## config.mk

```make
export PLATFORM = sky130hd
export DESIGN_NAME = mult_seq_responder
export DESIGN_NICKNAME = d
export VERILOG_FILES = /design/src/rtl/mult_pkg.sv /design/src/rtl/mult_shift_add_core.sv /design/src/rtl/mult_seq_responder.sv
export SDC_FILE = /design/constraint.sdc
export NUM_CORES = 1
export LEC_CHECK = 0
export BUFFER_PORTS_ARGS = -buffer_cell sky130_fd_sc_hd__buf_2
export CORE_UTILIZATION = 35
export CTS_CLUSTER_SIZE = 24
export DETAILED_ROUTE_END_ITERATION = 12
export SLEW_MARGIN = 5
export SYNTH_ARGS = -nofsm -noshare
export SYNTH_HDL_FRONTEND = slang
export SYNTH_SLANG_ARGS = --single-unit
```

## constraint.sdc

```tcl
create_clock -name clk -period 4.4 [get_ports clk]
set_input_delay 0.22 -clock clk [delete_from_list [all_inputs] [get_ports clk]]
set_output_delay 0.22 -clock clk [all_outputs]
set_load 0.01 [all_outputs]
```

## src/rtl/mult_pkg.sv

```systemverilog
// Shared types, constants and helpers for the sequential signed multiplier.
package mult_pkg;

    localparam int unsigned DATA_W_DEF   = 16;
    localparam int unsigned PARITY_MAX_W = 64;

    typedef enum logic [1:0] {
        IDLE = 2'd0,
        CALC = 2'd1,
        DONE = 2'd2
    } state_t;

    // Narrower vectors are zero-extended by the caller, which leaves the XOR unchanged.
    function automatic logic parity(input logic [PARITY_MAX_W-1:0] v);
        return ^v;
    endfunction

endpackage

```

## src/rtl/mult_shift_add_core.sv

```systemverilog
// Unsigned iterative shift-add multiplier: one multiplier bit per clock after start.
// done is a strobe marking the edge that performs the final iteration.
module mult_shift_add_core #(
    parameter int unsigned W      = 17,
    parameter int unsigned N_ITER = 16
) (
    input  logic             clk,
    input  logic             rst_n,
    input  logic             start,
    input  logic [W-1:0]     mcand,
    input  logic [W-1:0]     mplier,
    output logic             busy,
    output logic             done,
    output logic [2*W-1:0]   product
);

    localparam int unsigned PW    = 2 * W;
    localparam int unsigned CNT_W = $clog2(N_ITER + 1);

    logic [PW-1:0]    acc;
    logic [PW-1:0]    mcand_sh;
    logic [W-1:0]     mplier_sh;
    logic [CNT_W-1:0] cnt;
    logic             last_c;

    assign last_c  = busy && (cnt == CNT_W'(N_ITER - 1));
    assign done    = last_c;
    assign product = acc;

    // Accumulate the shifted multiplicand for every set multiplier bit.
    always_ff @(posedge clk or negedge rst_n) begin
        if (!rst_n) begin
            acc       <= '0;
            mcand_sh  <= '0;
            mplier_sh <= '0;
            cnt       <= '0;
            busy      <= 1'b0;
        end else if (start) begin
            acc       <= '0;
            mcand_sh  <= PW'(mcand);
            mplier_sh <= mplier;
            cnt       <= '0;
            busy      <= 1'b1;
        end else if (busy) begin
            if (mplier_sh[0]) begin
                acc <= acc + mcand_sh;
            end
            mcand_sh  <= mcand_sh << 1;
            mplier_sh <= mplier_sh >> 1;
            cnt       <= cnt + CNT_W'(1);
            if (last_c) begin
                busy <= 1'b0;
            end
        end
    end

endmodule

```

## src/rtl/mult_seq_responder.sv

```systemverilog
// Signed DATA_W x DATA_W multiplier answering the mult req/ack protocol.
// Optional operand parity checking is enabled with `MULT_ARG_PARITY_CHECK_EN.
module mult_seq_responder
    import mult_pkg::*;
#(
    parameter int unsigned DATA_W = DATA_W_DEF
) (
    input  logic                  clk,
    input  logic                  rst_n,
    input  logic                  req,
    input  logic [DATA_W-1:0]     arg_a,
    input  logic                  arg_a_parity,
    input  logic [DATA_W-1:0]     arg_b,
    input  logic                  arg_b_parity,
    output logic                  ack,
    output logic [2*DATA_W-1:0]   result,
    output logic                  result_parity,
    output logic                  result_rdy,
    output logic                  arg_parity_error
);

    localparam int unsigned MAG_W  = DATA_W + 1;
    localparam int unsigned PROD_W = 2 * MAG_W;
    localparam int unsigned RES_W  = 2 * DATA_W;

    localparam logic [1:0] ST_IDLE = 2'(IDLE);
    localparam logic [1:0] ST_CALC = 2'(CALC);
    localparam logic [1:0] ST_DONE = 2'(DONE);

    logic [1:0]        state_q;
    logic [1:0]        state_d;
    logic              capture_c;
    logic              start_c;
    logic              finish_c;
    logic              bad_par_c;
    logic              neg_q;
    logic              bad_q;
    logic [MAG_W-1:0]  a_ext_c;
    logic [MAG_W-1:0]  b_ext_c;
    logic [MAG_W-1:0]  a_mag_c;
    logic [MAG_W-1:0]  b_mag_c;
    logic              unused_core_busy;
    logic              core_done;
    logic [PROD_W-1:0] core_product;
    logic [PROD_W-1:0] prod_signed_c;
    logic [RES_W-1:0]  res_d;

`ifdef MULT_ARG_PARITY_CHECK_EN
    assign bad_par_c = (parity(PARITY_MAX_W'(arg_a)) != arg_a_parity) ||
                       (parity(PARITY_MAX_W'(arg_b)) != arg_b_parity);
`else
    logic unused_parity_c;
    assign unused_parity_c = arg_a_parity ^ arg_b_parity;
    assign bad_par_c       = 1'b0;
`endif

    // Sign-extend one bit so the magnitude of the most negative operand fits.
    assign a_ext_c = {arg_a[DATA_W-1], arg_a};
    assign b_ext_c = {arg_b[DATA_W-1], arg_b};
    assign a_mag_c = arg_a[DATA_W-1] ? (~a_ext_c + MAG_W'(1)) : a_ext_c;
    assign b_mag_c = arg_b[DATA_W-1] ? (~b_ext_c + MAG_W'(1)) : b_ext_c;

    mult_shift_add_core #(
        .W      (MAG_W),
        .N_ITER (DATA_W)
    ) u_core (
        .clk     (clk),
        .rst_n   (rst_n),
        .start   (start_c),
        .mcand   (a_mag_c),
        .mplier  (b_mag_c),
        .busy    (unused_core_busy),
        .done    (core_done),
        .product (core_product)
    );

    assign prod_signed_c = neg_q ? (~core_product + PROD_W'(1)) : core_product;
    assign res_d         = bad_q ? '0 : RES_W'(prod_signed_c);

    always_ff @(posedge clk or negedge rst_n) begin
        if (!rst_n) begin
            state_q <= ST_IDLE;
        end else begin
            state_q <= state_d;
        end
    end

    // Next state and the per-cycle strobes that drive capture, core start and completion.
    always_comb begin
        state_d   = state_q;
        capture_c = 1'b0;
        start_c   = 1'b0;
        finish_c  = 1'b0;
        case (state_q)
            ST_IDLE: begin
                if (req) begin
                    capture_c = 1'b1;
                    if (bad_par_c) begin
                        state_d = ST_DONE;
                    end else begin
                        start_c = 1'b1;
                        state_d = ST_CALC;
                    end
                end
            end
            ST_CALC: begin
                if (core_done) begin
                    state_d = ST_DONE;
                end
            end
            ST_DONE: begin
                finish_c = 1'b1;
                state_d  = ST_IDLE;
            end
            default: begin
                state_d = ST_IDLE;
            end
        endcase
    end

    // Registered protocol outputs; result fields hold until the next completion.
    always_ff @(posedge clk or negedge rst_n) begin
        if (!rst_n) begin
            ack              <= 1'b0;
            result_rdy       <= 1'b0;
            result           <= '0;
            result_parity    <= 1'b0;
            arg_parity_error <= 1'b0;
            neg_q            <= 1'b0;
            bad_q            <= 1'b0;
        end else begin
            ack        <= capture_c;
            result_rdy <= finish_c;
            if (capture_c) begin
                neg_q <= arg_a[DATA_W-1] ^ arg_b[DATA_W-1];
                bad_q <= bad_par_c;
            end
            if (finish_c) begin
                result           <= res_d;
                result_parity    <= parity(PARITY_MAX_W'(res_d));
                arg_parity_error <= bad_q;
            end
        end
    end

endmodule
```

==> results.yml, run 1 <==
floorplanning:
  die_area_sq_mm: 0.02500
  coreArea_sq_mm: 0.02368
  die_h_microns: 158.1
  start_util: 0.3602
  row_count: 56
  die_x_microns: 158.1
  io_pins: 73
global_route:
  grt_pass1_wl_mm: 32.14
  met3_usage: 0.03066
  met2_usage: 0.2433
  grt_antenna_before_repair: 1
  grt_max_degree: 68
  first_global_vias: 6374
  grt_usage: 0.1627
  grt_busiest_layer: "met2"
  grt_overflow_total: 0
  grtUsageMet1: 0.2288
power_and_ir_drop:
  max-vdd-ir-drop_v: 0.0004883
  power_frac_seq: 0.276
  p_int_mw: 4.350
  totalPowerFinal_mw: 7.412
  switchingPower_mw: 3.062
  combPwrFrac: 0.540
  switching_share: 0.4131
  power_density_mw_per_mm2: 765.4
  clkPwrFrac: 0.184
  power_leakage_nw: 4.592
finish:
  drive_above_1_share: 0.1256
  area_delta_synth_final_pct: 13.51
  finalNetCount: 1081
  utilization: 0.4089
  diodes: 0
  postLayoutCellArea_sq_mm: 0.009683
run:
  cap_violations: 0
place:
  dp_hpwl_mm: 13.91
  post-place-ws_ns: 0.9621
  gp_congestion: 0.8233
  io_buffers: 69
  placedInstanceArea_sq_mm: 0.009105
synthesis:
  yosys.area.top_type: "dfrtp_1"
  yosys_warnings: 0
  synthCells: 970
  synth_area_sq_mm: 0.008531
  synthArstFlopShare: 1.000
  synth.avg_cell_area_sq_um: 8.795
  netlist.area_leader.share: 0.3667
  ys_ff_latch: 125
  synth_cell_type_count: 70
  ys.flop_type: "dfrtp_1"
  synth_edf_count: 0
  ys_seq_area_frac: 0.3667
  synth.area.top_cells: "dfrtp_1, xnor2_1, mux2i_1, o21ai_0, nand2_1"
  syn_nets: 1044
drt:
  drc_errors: 0
  ant_nets: 0
  via_count: 6855
  wl_mm: 19.07
  initialDrtViolationCount: 377
  vias_per_cell: 5.123
  dr.pass1.iters: 4
  wl_per_cell_microns: 14.25
critical_path:
  cp_max_fo: 8
  critical_path_class: "flop to flop"
  startpoint_type: "flop"
  end_kind: "flop"
  worstPathRequired_ns: 4.73
  crit_arrival_ns: 3.81
clock_network:
  clock_sinks: 125
  cts-htree-levels: 4
  clkTransAtPathRegs_ns: 0.06
  cts_buffer_depth: 2
  clk_latency_ns: 0.42
  cts_tree: "built"
  root_buffer: "clkbuf_16"
  cts_buffers: 17
timing:
  finalCritPeriodShare: 0.7911
  hold_viol: 0
  tightestPinTransition_ns: 1.090
  fin_skew_ns: 0.007125
  setup_violations: 0
  setup_ws_ns: 0.9191
  layout_min_cycle_time_ns: 3.481
  rsz0062_at_grt: "false"
  max-slew-margin-rel: 0.2734
  slew_viol_final: 0
  fmax_ghz: 0.2873
  final.setup.tns_ns: 0
status:
  status: "complete, no violations"
min_path:
  hold_path.class: "primary input to flop"
logic make-up (layout without fill, tap and decap cells):
| family | after synthesis | count (layout) | synth area share |
|---|---|---|---|
| AND/OR/NAND/NOR | 310 | 310 | 0.1744 |
| AO/OA/AOI/OAI | 243 | 243 | 0.1756 |
| flip-flops | 125 | 125 | 0.3667 |
| XOR/XNOR | 111 | 111 | 0.1181 |
| buffers and inverters | 83 | 132 | 0.03916 |
| multiplexers | 60 | 60 | 0.07055 |
| adder cells (fa/ha/maj) | 37 | 37 | 0.05515 |
| other | 1 | 1 | 0.0004396 |
placed cells by master, fill, tap and decap left out, types with 3 or more instances in the layout:
cell and n:
a211oi_1 6, a21boi_0 3, a21o_1 20, a21oi_1 48, a31oi_1 5, and3_1 10
buf_2 68, buf_4 12, clkbuf_1 3, clkbuf_16 17, clkbuf_8 3, clkinv_2 6
dfrtp_1 124, ha_1 36, inv_1 19, mux2i_1 59, nand2_1 136, nand2b_1 8
nand3_1 22, nand4_1 8, nor2_1 54, nor2b_1 3, nor3_1 17, nor4_1 5
nor4b_1 4, o211a_1 3, o211ai_1 3, o21a_1 3, o21ai_0 105, o21bai_1 3
o31a_1 3, o31ai_1 15, o41ai_1 6, or2_2 3, or3_1 12, or3b_2 3
or4_1 9, xnor2_1 78, xor2_1 30
final timing paths:
check / slack [ns] / from / endpoint / cells past startpoint
max reg2reg: 0.92 / u_core.product[0] / result_parity / 11
min in group asynchronous: 0.42 / rst_n / u_core.cnt[1] / 2
min reg2reg: 0.47 / result[6] / result[6] / 2
max: 0.92 / u_core.product[0] / result_parity / 11
max in group asynchronous: 3.00 / rst_n / u_core.busy / 3
min: 0.04 / arg_b[0] / u_core.mplier_sh[0] / 3
metrics by stage:
stage	cells	hold slack, ns
after floorplan	970	-0.07559
after global placement	1306	0.3596
after detailed placement	1306	0.3725
after CTS	1338	0.02617
after global routing	1338	0.05038
final	1338	0.04076
flip-flops by register name (all words and copies together) (netlist names), 2 cells and up:
name and count:
result 32, state_q 2, u_core.cnt 5, u_core.mcand_sh 32, u_core.mplier_sh 17, u_core.product 32
power by group through the flow:
| stage | Sequential [mW] | Combinational, mW | Clock [mW] |
|---|---|---|---|
| detailed placement | 2.06 | 4.02 | 0 |
| finish | 2.05 | 4.01 | 1.36 |
| global placement | 2.05 | 3.98 | 0 |
| CTS | 2.04 | 4.03 | 1.39 |
| global route | 2.12 | 4.44 | 1.44 |
| floorplan | 1.83 | 3.42 | 0 |
cells in the mapped netlist (3+ instances only):
library cell  count
a21o_1           20
nand3_1          22
or2_2             3
nand2b_1          9
a21oi_1          48
ha_1             36
nor2_1           54
and3_1           10
or4_1             9
o31ai_1          15
a31oi_1           5
xor2_1           30
xnor2_1          78
or3b_2            3
clkbuf_1         47
buf_1            10
o21ai_0         105
dfrtp_1         125
nor4b_1           4
nand4_1           8
a21boi_0          3
o41ai_1           6
inv_1            20
o21bai_1          3
o211a_1           3
o31a_1            3
buf_2             3
nor4_1            5
o211ai_1          3
or3_1            12
nor3_1           17
o21a_1            3
nor2b_1           3
nand2_1         136
a211oi_1          6
mux2i_1          59
critical path, stage by stage (launching register included):
cell      delay (ns)
dfrtp_1         0.49
inv_1           0.12
ha_1            0.23
or3b_2          0.58
nor4_2          0.43
o211ai_1        0.18
o221ai_2        0.32
mux2i_1         0.12
o21a_1          0.18
o211ai_1        0.21
xnor3_1         0.42
o21ai_1         0.12
repair_timing:
| action | CTS | global route |
|---|---|---|
| endpoints found under the hold margin | 57 | 0 |
| resized for setup | 0 | 0 |
| buffers inserted | 0 | 0 |
| hold buffers | 1 | 0 |
cell type report:
cell class                 count  area [sq um]
timing repair buffer          81         440.4
fill                        2453         14000
clock buffer                  23         478.0
clock inverter                 8         90.09
sequential                   125          3129
multi-input combinational    762          5071
tap                          319         399.1
inverter                      20         75.07
per-layer routing:
layer	vias up	wire, microns
li1	3507	-
met1	3168	9750
met2	150	8129
met3	30	798
met4	0	387
met5	-	0
No activity file was read; power rests on OpenSTA's default activity.
==> run 2: changes to the inputs <==
--- a/config.mk
+++ b/config.mk
@@ -5,6 +5,7 @@
 export SDC_FILE = /design/constraint.sdc
 export NUM_CORES = 1
 export LEC_CHECK = 0
+export ABC_AREA = 1
 export BUFFER_PORTS_ARGS = -buffer_cell sky130_fd_sc_hd__buf_2
 export CORE_UTILIZATION = 35
 export CTS_CLUSTER_SIZE = 24
==> constraint.sdc (replaced) <==
create_clock -name clk -period 3.3 [get_ports clk]
set_input_delay 0.165 -clock clk [delete_from_list [all_inputs] [get_ports clk]]
set_output_delay 0.165 -clock clk [all_outputs]
set_load 0.01 [all_outputs]
==> run 2 against run 1 <==
Critical path depth is 3 higher. First-iteration DRC count is 38% higher. Wire length increased by 24%. Fmax increased by 32%. Final area is 8.3% higher. Core utilization rose by 0.41 points. Clock skew increased by 0.0094 ns.
==> results.yml, run 2 <==
status:
  status: "complete, no violations"
global_route:
  grt_overflow_total: 0
  grt_antenna_before_repair: 0
  grt_usage: 0.1859
  grt_max_degree: 90
  first_global_vias: 8209
  grt_pass1_wl_mm: 40.03
critical_path:
  r2r-end: "u_core.product[31]"
  reg2reg_from: "u_core.product[2]"
  ff2ff_setup_slack_ns: 0.65
  reg2reg_depth: 14
  startpoint_type: "flop"
  crit_arrival_ns: 2.92
  cp_max_fo: 6
  worstPathRequired_ns: 3.57
  end_kind: "flop"
  critical_path_class: "flop to flop"
  crit_end: "u_core.product[31]"
  startpoint: "u_core.product[2]"
finish:
  final_cell_mix: "nand2_1, inv_1, dfrtp_1"
  finalNetCount: 1503
  area_delta_synth_final_pct: 14.66
  diodes: 0
  final_common_cell: "nand2_1"
  drive_above_1_share: 0.09847
  finalNonFillerCells: 1772
place:
  io_buffers: 69
  post-place-ws_ns: 0.6570
  dp.cells: 1738
  dp_hpwl_mm: 18.12
  gp_congestion: 0.8901
clock_network:
  cts-hold-fix-buffers: 2
  cts_buffer_depth: 2
  clk_latency_ns: 0.43
  cts_setup_buffers: 0
  cts_resized: 0
  root_buffer: "clkbuf_16"
  cts-htree-levels: 4
  clock_sinks: 125
  cts_tree: "built"
  cts_buffers: 17
  clkTransAtPathRegs_ns: 0.06
drt:
  wl_mm: 23.58
  drc_errors: 0
  dr.pass1.iters: 5
  via_count: 8808
  wl_per_cell_microns: 13.31
  ant_nets: 0
  initialDrtViolationCount: 521
  vias_per_cell: 4.971
timing:
  finalCritPeriodShare: 0.8018
  rsz0062_at_grt: "false"
  setup_violations: 0
  max-slew-margin-rel: 0.5283
  fmax_ghz: 0.3779
  holdWs_ns: 0.008801
  setup_ws_ns: 0.6541
  final.setup.tns_ns: 0
  hold_viol: 0
  fin_skew_ns: 0.01648
  slew_viol_final: 0
  tightestPinTransition_ns: 0.7068
  layout_min_cycle_time_ns: 2.646
floorplanning:
  die_area_sq_mm: 0.02679
  die_x_microns: 163.7
  row_count: 58
  io_pins: 73
  start_util: 0.3602
  coreArea_sq_mm: 0.02540
  die_h_microns: 163.7
synthesis:
  synth.most_common_cell: "nand2_1"
  synth.area.top_cells: "dfrtp_1, nand2_1, nand3_1, o21ai_0, inv_1"
  netlist.area_leader.share: 0.3419
  muxShareOfSynthArea: 0
  ys_seq_area_frac: 0.3419
  synth_adder_area_share: 0.05142
  synth_edf_count: 0
  yosys.area.top_type: "dfrtp_1"
  synth.avg_cell_area_sq_um: 6.688
  synthCells: 1368
  synthArstFlopShare: 1.000
  yosys.area_share.simple: 0.3244
  syn_nets: 1442
  synthTopCellsByCount: "nand2_1, inv_1, dfrtp_1"
  synth_top_family_by_area: "simple AND/OR/NAND/NOR gates"
  ys.flop_type: "dfrtp_1"
  synth_compound_area_frac: 0.1708
  synth-xor-area-share: 0.02858
  synth_area_sq_mm: 0.009149
  yosys_warnings: 0
  synth_cell_type_count: 45
  ys_ff_latch: 125
power_and_ir_drop:
  totalPowerFinal_mw: 11.75
  power_leakage_nw: 5.473
  power_density_mw_per_mm2: 1120
  max-vdd-ir-drop_v: 0.0004549
run:
  cap_violations: 0
min_path:
  hold_path.class: "primary input to flop"
run 2: changes by cell type after synthesis, sizes merged, moves of 12 or more:
cell,delta
nand2,+281
inv,+134
nand3,+102
xnor2,-68
nor2,+62
mux2i,-59
a21oi,+23
o21ai,+22
a21o,-18
clkbuf,-17
a21boi,+14
or3,-14
xor2,-12
run 2: final cells by class:
cell class,count,area (sq um)
fill,2666,14910
timing repair buffer,81,455.4
multi-input combinational,1048,5274
inverter,156,585.6
tap,330,412.9
sequential,125,3128
clock inverter,13,191.4
clock buffer,19,442.9
run 2: routing by layer:
metal | share of wire | up-vias | global-route usage | routed length (microns)
met5 | 0 | - | 0 | 0
met4 | 0.013 | 0 | 0.04882 | 303
met3 | 0.037 | 20 | 0.02616 | 863
met2 | 0.43 | 164 | 0.2935 | 10040
met1 | 0.52 | 3964 | 0.2638 | 12370
li1 | - | 4660 | - | -
run 2: power breakdown:
group / switching [mW] / internal (mW)
logic: 4.67 / 2.39
clock network: 0.713 / 1.29
registers: 0.579 / 2.12
run 2: worst min-delay path by stage:
stage / start / to / slack, ns / cells after the start
5_1_grt: arg_b[7] / u_core.mplier_sh[7] / 0.05 / 3
3_5_place_dp: rst_n / result[1] / 0.17 / 1
4_1_cts: arg_b[7] / u_core.mplier_sh[7] / 0.001 / 3
2_1_floorplan: rst_n / ack / -0.13 / 0
6_report: arg_b[7] / u_core.mplier_sh[7] / 0.009 / 3
3_3_place_gp: rst_n / result[3] / 0.16 / 1
run 2: stage by stage:
step	utilization	cell area, sq um
finish	0.4130	10490
global route	0.4130	10490
CTS	0.4130	10490
detailed placement	0.3872	9836
global placement	0.3872	9836
floorplan	-	9149
run 2: critical path: stages (launching register included):
cell and delay, ns:
dfrtp_1 0.42, ha_1 0.37, nand3_1 0.09, nand2_1 0.09, nand2_1 0.08, a31oi_2 0.28
a21oi_1 0.17, o21ai_1 0.34, nand2_1 0.08, nand2_1 0.15, nand3_1 0.11, nand2_1 0.07
nand2_1 0.04, nand3_1 0.10, o21ai_0 0.09
run 2: cells by family after synthesis:
| family | count (synthesis) |
|---|---|
| compound gates | 274 |
| xor+xnor | 29 |
| fa+ha+maj | 37 |
| buf+inv | 195 |
| flops | 125 |
| other cells | 1 |
| simple gates | 707 |
